--- config.mk ---
export PLATFORM = sky130hd
export DESIGN_NAME = zx_kbd_matrix_tx
export DESIGN_NICKNAME = d
export VERILOG_FILES = /design/src/rtl/zx_kbd_matrix_tx.sv
export SDC_FILE = /design/constraint.sdc
export NUM_CORES = 1
export LEC_CHECK = 0
export CELL_PAD_IN_SITES_DETAIL_PLACEMENT = 1
export CELL_PAD_IN_SITES_GLOBAL_PLACEMENT = 1
export CORE_MARGIN = 2
export CORE_UTILIZATION = 25
export DETAILED_ROUTE_END_ITERATION = 8
export PLACE_DENSITY_LB_ADDON = 0.1
export SKIP_LAST_GASP = 1
export SLEW_MARGIN = 10
export SYNTH_ARGS = -nofsm -noshare
export SYNTH_HDL_FRONTEND = slang
export SYNTH_SLANG_ARGS = --single-unit
--- constraint.sdc ---
create_clock -name CLK -period 2.9 [get_ports CLK]
set_input_delay 0.435 -clock CLK [delete_from_list [all_inputs] [get_ports CLK]]
set_output_delay 0.435 -clock CLK [all_outputs]
set_load 0.02 [all_outputs]
--- src/rtl/zx_kbd_matrix_tx.sv ---
// zx_kbd_matrix_tx
// Serial transmitter for the keyboard-matrix switch link (DAT/SK/STB).
// Commands {Y, X, state} enter through a valid/ready port into a small FIFO.
// Each command goes out as 7 address bits {Y,X}, MSB first, clocked by SK.
// The state bit follows and is committed by an STB pulse.
//
// Optional build macro: ZX_KBD_SHADOW_EN
//   When defined, a 128-entry shadow of the switch states is kept.
//   A command that would not change its switch is acknowledged but not sent.
//
// Handshake: a command transfers on a rising CLK edge where CMD_VALID and
// CMD_READY are both high. CMD_READY is registered and equals "FIFO not full".
// It does not depend on CMD_VALID, and no push/pop bypass exists when full.
module zx_kbd_matrix_tx #(
  parameter int DIV        = 4,  // clock cycles per protocol phase, 1..255
  parameter int FIFO_DEPTH = 4   // power of two, >= 2
) (
  input  logic       CLK,
  input  logic       RST,
  input  logic [2:0] CMD_Y,
  input  logic [3:0] CMD_X,
  input  logic       CMD_STATE,
  input  logic       CMD_VALID,
  output logic       CMD_READY,
  output logic       BUSY,
  output logic       DAT,
  output logic       SK,
  output logic       STB,
  output logic [2:0] dbg_state
);

  localparam int         AW         = $clog2(FIFO_DEPTH);
  localparam logic [7:0] CNT_RELOAD = 8'(DIV - 1);

  typedef enum logic [2:0] {
    S_IDLE      = 3'd0,
    S_BIT_LO    = 3'd1,
    S_BIT_HI    = 3'd2,
    S_CMT_SETUP = 3'd3,
    S_CMT_STB   = 3'd4,
    S_CMT_HOLD  = 3'd5
  } state_t;

  state_t      state;
  logic [7:0]  cnt;
  logic [2:0]  idx;
  logic [6:0]  sh_word;
  logic        sh_state;

  // FIFO storage: entry = {Y[2:0], X[3:0], state}
  logic [7:0]  mem [FIFO_DEPTH];
  logic [AW:0] wr_ptr;
  logic [AW:0] rd_ptr;
  logic [AW:0] wr_ptr_nxt;
  logic [AW:0] rd_ptr_nxt;
  logic        fifo_empty;
  logic        fifo_full_nxt;
  logic        fifo_empty_nxt;
  logic [7:0]  head;
  logic [7:0]  cmd_entry;

  logic        accept;
  logic        push;
  logic        pop;
  logic        fsm_done;
  logic        fsm_active_nxt;

  assign cmd_entry = {CMD_Y, CMD_X, CMD_STATE};
  assign accept    = CMD_VALID && CMD_READY;
  assign head      = mem[rd_ptr[AW-1:0]];
  assign dbg_state = state;

`ifdef ZX_KBD_SHADOW_EN
  // Last committed state per switch; 1 = released
  logic [127:0] shadow;
  logic [6:0]   cmd_idx;

  assign cmd_idx = {CMD_Y, CMD_X};
  // Commands that would not change the switch are acknowledged and dropped
  assign push    = accept && (CMD_STATE != shadow[cmd_idx]);

  // Track the state the receiver will hold once queued commands are sent
  always_ff @(posedge CLK or posedge RST) begin
    if (RST) begin
      shadow <= '1;
    end else if (push) begin
      shadow[cmd_idx] <= CMD_STATE;
    end
  end
`else
  assign push = accept;
`endif

  // Pop only when the serializer is idle and something is waiting
  assign pop      = (state == S_IDLE) && !fifo_empty;
  assign fsm_done = (state == S_CMT_HOLD) && (cnt == 8'd0);

  assign fifo_empty     = (wr_ptr == rd_ptr);
  assign wr_ptr_nxt     = wr_ptr + (AW + 1)'(push);
  assign rd_ptr_nxt     = rd_ptr + (AW + 1)'(pop);
  assign fifo_empty_nxt = (wr_ptr_nxt == rd_ptr_nxt);
  assign fifo_full_nxt  = (wr_ptr_nxt[AW] != rd_ptr_nxt[AW]) &&
                          (wr_ptr_nxt[AW-1:0] == rd_ptr_nxt[AW-1:0]);

  // Whether the serializer will be outside IDLE after this edge
  always_comb begin
    fsm_active_nxt = 1'b1;
    if (state == S_IDLE) begin
      fsm_active_nxt = pop;
    end else if (fsm_done) begin
      fsm_active_nxt = 1'b0;
    end
  end

  // FIFO storage write; contents need no reset since pointers gate reads
  always_ff @(posedge CLK) begin
    if (push) begin
      mem[wr_ptr[AW-1:0]] <= cmd_entry;
    end
  end

  // FIFO pointers plus registered READY/BUSY derived from next-state values
  always_ff @(posedge CLK or posedge RST) begin
    if (RST) begin
      wr_ptr    <= '0;
      rd_ptr    <= '0;
      CMD_READY <= 1'b0;
      BUSY      <= 1'b0;
    end else begin
      wr_ptr    <= wr_ptr_nxt;
      rd_ptr    <= rd_ptr_nxt;
      CMD_READY <= !fifo_full_nxt;
      BUSY      <= !fifo_empty_nxt || fsm_active_nxt;
    end
  end

  // Serializer FSM: each phase lasts DIV cycles, outputs change on phase entry
  always_ff @(posedge CLK or posedge RST) begin
    if (RST) begin
      state    <= S_IDLE;
      cnt      <= 8'd0;
      idx      <= 3'd0;
      sh_word  <= 7'd0;
      sh_state <= 1'b0;
      DAT      <= 1'b0;
      SK       <= 1'b0;
      STB      <= 1'b0;
    end else begin
      case (state)
        S_IDLE: begin
          SK  <= 1'b0;
          STB <= 1'b0;
          if (pop) begin
            sh_word  <= head[7:1];
            sh_state <= head[0];
            idx      <= 3'd6;
            DAT      <= head[7];
            cnt      <= CNT_RELOAD;
            state    <= S_BIT_LO;
          end
        end
        S_BIT_LO: begin
          if (cnt == 8'd0) begin
            SK    <= 1'b1;
            cnt   <= CNT_RELOAD;
            state <= S_BIT_HI;
          end else begin
            cnt <= cnt - 8'd1;
          end
        end
        S_BIT_HI: begin
          if (cnt == 8'd0) begin
            SK  <= 1'b0;
            cnt <= CNT_RELOAD;
            if (idx == 3'd0) begin
              DAT   <= sh_state;
              state <= S_CMT_SETUP;
            end else begin
              idx   <= idx - 3'd1;
              DAT   <= sh_word[idx - 3'd1];
              state <= S_BIT_LO;
            end
          end else begin
            cnt <= cnt - 8'd1;
          end
        end
        S_CMT_SETUP: begin
          if (cnt == 8'd0) begin
            STB   <= 1'b1;
            cnt   <= CNT_RELOAD;
            state <= S_CMT_STB;
          end else begin
            cnt <= cnt - 8'd1;
          end
        end
        S_CMT_STB: begin
          if (cnt == 8'd0) begin
            STB   <= 1'b0;
            cnt   <= CNT_RELOAD;
            state <= S_CMT_HOLD;
          end else begin
            cnt <= cnt - 8'd1;
          end
        end
        S_CMT_HOLD: begin
          if (cnt == 8'd0) begin
            state <= S_IDLE;
          end else begin
            cnt <= cnt - 8'd1;
          end
        end
        default: begin
          SK    <= 1'b0;
          STB   <= 1'b0;
          state <= S_IDLE;
        end
      endcase
    end
  end

endmodule

==> flow_summary_export.csv <==
group,metric,value,unit
grt,initial_antenna_violation_count,0,
setup_path,worst-endpoint-arrival,2.50,ns
power,share_seq_of_total_power,35.6,%
sta,setup_repair_after_global_routing_missed_its_margin,"false",
final_layout,final_layout_size_suffix_gt1_share,19.0,%
clocking,cts.htree.levels,3,
synthesis,syn_inst,222,
synthesis,number_of_enable_type_register_cells_in_the_synthesized_netlist,32,
clocking,postCtsSetupRepairBufs,0,
drt,dr_total_vias,1907,
place,dp.final_hpwl,4.47,mm
synthesis,post_synthesis_instance_area,3020,um2
setup_path,max_stage_delay,0.50,ns
setup_path,worstReg2RegStart,"dbg_state[2]",
outcome,run_status,"complete, no violations",
setup_path,reg2reg_depth,7,
power,power.switching_fraction,34.7,%
synthesis,ys_async_sr_fraction,50.8,%
sta,hold_viol_final,0,
drt,met2WireLength,3.23,mm
die,start_util,25.3,%
setup_path,timing.critical_path.from_type,"register",
setup_path,critPathSlowestCell,"or4_1",
clocking,cts_root_buffer,"clkbuf_16",
grt,grt_usage,11.7,%
sta,post-route-period-util,79.0,%
die,fp.dieArea,13000,um2
power,power.leakage,1.42,nW
clocking,cts-resized-gates,0,
sta,report.final.setup_viol,0,
final_layout,num-fill-cells,1284,
final_layout,syn_to_final_growth,23.3,%
power,combinationalPowerShare,37.8,%
synthesis,netlist_top_cells_count,"33 x dfrtp_1, 32 x edfxtp_1, 17 x inv_1",
power,pwr_density_cell,1100,nW/um2
drt,drt_wl_total,6.75,mm
drt,drc_errors,0,
synthesis,synth_fp_nets,241,
synthesis,synthesis.area_per_instance,13.6,um2
power,internal_power_consumption,2.67,mW
die,num_io_pins,19,
drt,initial_drc_count,102,
setup_path,cp_common_cell,"ha_1",
setup_path,timing.critical_path.cells,"or3_1 -> a31oi_1 -> ha_1 -> ha_1 -> xnor2_1 -> nand2_1 -> or4_1",
setup_path,critPathMaxFanout,2,
synthesis,synthDominantCellAreaShare,31.9,%
setup_path,worst_r2r_endpoint,"BUSY",
setup_path,reg2reg_setup_slack,0.61,ns
die,core_area,11900,um2
final_layout,layout.nets,272,
sta,finalCriticalPeriod,2.29,ns
clocking,clk_latency,0.34,ns
power,vdd_ir_max,345,uV
sta,maxSlewViolCount,0,
place,globalplace.congestion,0.669,
sta,max_slew_margin,53.0,%
place,portBuffers,18,
drt,route.met3.wl,228,um
synthesis,yosysUniqueCellTypes,45,
final_layout,instances_no_fill,405,
die,fp.dieH,114,um
run,maxCapViolations,0,
grt,overflow,0,
clocking,cts_max_path_buffers,2,
setup_path,timing.critical_path.required,3.11,ns
drt,highest-signal-layer,"met4",
final_layout,number_of_diodes_added_for_antenna_fixing,0,
synthesis,prevailing_post_synth_register_cell,"dfrtp_1",
sta,post-route-worst-setup-slack,0.610,ns
synthesis,yosysMostFrequentCell,"dfrtp_1",
synthesis,seq_area_frac_synth,59.2,%
power,clock_power_share,26.6,%
synthesis,post_synth_main_area_contributors,"edfxtp_1 32%, dfrtp_1 27%, mux4_2 6.0%",
power,switching_power,1.42,mW
drt,first_pass_iters,4,
clocking,tritoncts,"done",
min_path,min_path_type,"primary input to asynchronous set/reset pin",
sta,fin_tns_setup,0,ns
setup_path,cp_capture_type,"register",
die,die_w,114,um
synthesis,synth.ff_latch_count,65,
place,dp_slack,0.456,ns
synthesis,netlist.top_cell.by_area,"edfxtp_1",
grt,grt_first_pass_wirelength,11.1,mm
sta,clock.fmax,437,MHz
drt,drt-vias-per-instance,4.71,
sta,finalClockSkew,0.00602,ns
clocking,cts_inserted_buffers,9,
grt,grt_pass1_vias,2016,
drt,drt-wirelength-per-cell,16.7,um
clocking,cts_sinks,65,
setup_path,timing_worst_setup_path_type,"register to register",
power,power.total,4.08,mW
grt,pin_count_of_the_biggest_net_entering_global_routing,34,
place,placed_cells_incl_taps,389,
synthesis,synth-warning-count,0,
drt,antenna_violating_nets_post_route,0,
clocking,cts-hold-fix-buffers,0,
drt,routedLengthMet1,3.22,mm
sta,worst_slew_pin_slew,0.704,ns
die,rows,40,
clocking,clkTransAtPathRegs,0.06,ns
[worst max path at each step]
stage | slack, ns | start | to | cells past startpoint
3_5_place_dp | 0.46 | CMD_VALID | BUSY | 8
3_3_place_gp | 0.51 | CMD_VALID | BUSY | 8
4_1_cts | 0.59 | dbg_state[2] | BUSY | 7
6_report | 0.61 | dbg_state[2] | BUSY | 7
2_1_floorplan | 0.39 | dbg_state[2] | BUSY | 8
5_1_grt | 0.42 | dbg_state[2] | BUSY | 7
[area by class of cell]
class | instances | area, um2 | share of cell area (%)
multi-input cells | 130 | 1120 | 30.1
clock buffers | 11 | 233 | 6.26
inverters | 17 | 63.8 | 1.72
repair buffers | 30 | 270 | 7.27
flip-flops and latches | 65 | 1790 | 48.0
well taps | 147 | 184 | 4.94
clock inverters | 5 | 63.8 | 1.72
[flip-flops by register name, summed over array words and instances (netlist names)]
| register | cells |
|---|---|
| SK | 1 |
| wr_ptr | 3 |
| dbg_state | 3 |
| DAT | 1 |
| cnt | 8 |
| rd_ptr | 3 |
| STB | 1 |
| sh_state | 1 |
| CMD_READY | 1 |
| BUSY | 1 |
| mem | 32 |
| idx | 3 |
| sh_word | 7 |
[power by group through the flow]
stage	combinational [mW]	clock, mW	sequential [mW]
after floorplan	1.09	0	1.47
after global placement	1.58	0	1.47
after detailed placement	1.58	0	1.48
after CTS	1.58	1.12	1.46
after global routing	1.74	1.16	1.50
final	1.54	1.08	1.45
[routing by layer]
layer	global-route usage, %	vias up
met5	0	-
met4	4.63	0
met3	4.46	6
met2	18.2	23
met1	14.7	965
li1	-	913
[placed cells by master (no fill, tap or decap), types with 2 or more instances in the layout]
cell | Yosys | routed
mux4_2 | 8 | 8
o211ai_1 | 6 | 6
nor3b_1 | 3 | 3
a311oi_1 | 2 | 2
or3_1 | 2 | 2
a31oi_1 | 3 | 3
nand4_1 | 7 | 7
mux2i_1 | 5 | 5
xor2_1 | 4 | 4
and4_1 | 2 | 2
clkbuf_16 | 0 | 9
and3_1 | 2 | 2
nand2b_1 | 3 | 3
nand3_1 | 10 | 10
inv_6 | 0 | 2
nor2_1 | 6 | 6
dfrtp_1 | 33 | 33
o21ai_0 | 4 | 4
buf_4 | 1 | 12
nand2_1 | 9 | 9
mux2_2 | 9 | 9
mux2_1 | 2 | 2
clkdlybuf4s50_1 | 0 | 18
edfxtp_1 | 32 | 32
xnor2_1 | 5 | 5
ha_1 | 8 | 8
nor3_1 | 5 | 5
clkbuf_1 | 4 | 2
a22oi_1 | 3 | 3
o221ai_1 | 2 | 2
inv_1 | 17 | 17
a21oi_1 | 5 | 5
[cells by family after synthesis]
family / Yosys count / share of synthesized area, %
DFF: 65 / 59.2
and+or+nand+nor: 54 / 10.4
muxes: 25 / 12.2
buffers and inverters: 27 / 3.69
AOI/OAI and AO/OA: 34 / 8.54
xor gates and xnor gates: 9 / 2.61
adders and majority gates: 8 / 3.32
[worst max-delay path: cells and delay by family (launching register included)]
| family | cells | cell delay (ns) |
|---|---|---|
| AOI/OAI and AO/OA | 1 | 0.23 |
| DFF | 1 | 0.37 |
| and+or+nand+nor | 3 | 0.94 |
| adders and majority gates | 2 | 0.43 |
| xor gates and xnor gates | 1 | 0.18 |
[metrics by stage]
step           area, um2  util [%]  hold slack, ns
2_1_floorplan       3020         -           0.457
3_3_place_gp        3420      28.7           0.478
3_5_place_dp        3420      28.7           0.493
4_1_cts             3720      31.2           0.512
5_1_grt             3720      31.2           0.537
6_report            3720      31.2           0.509
Note: power is estimated with default switching activity, not from simulation.
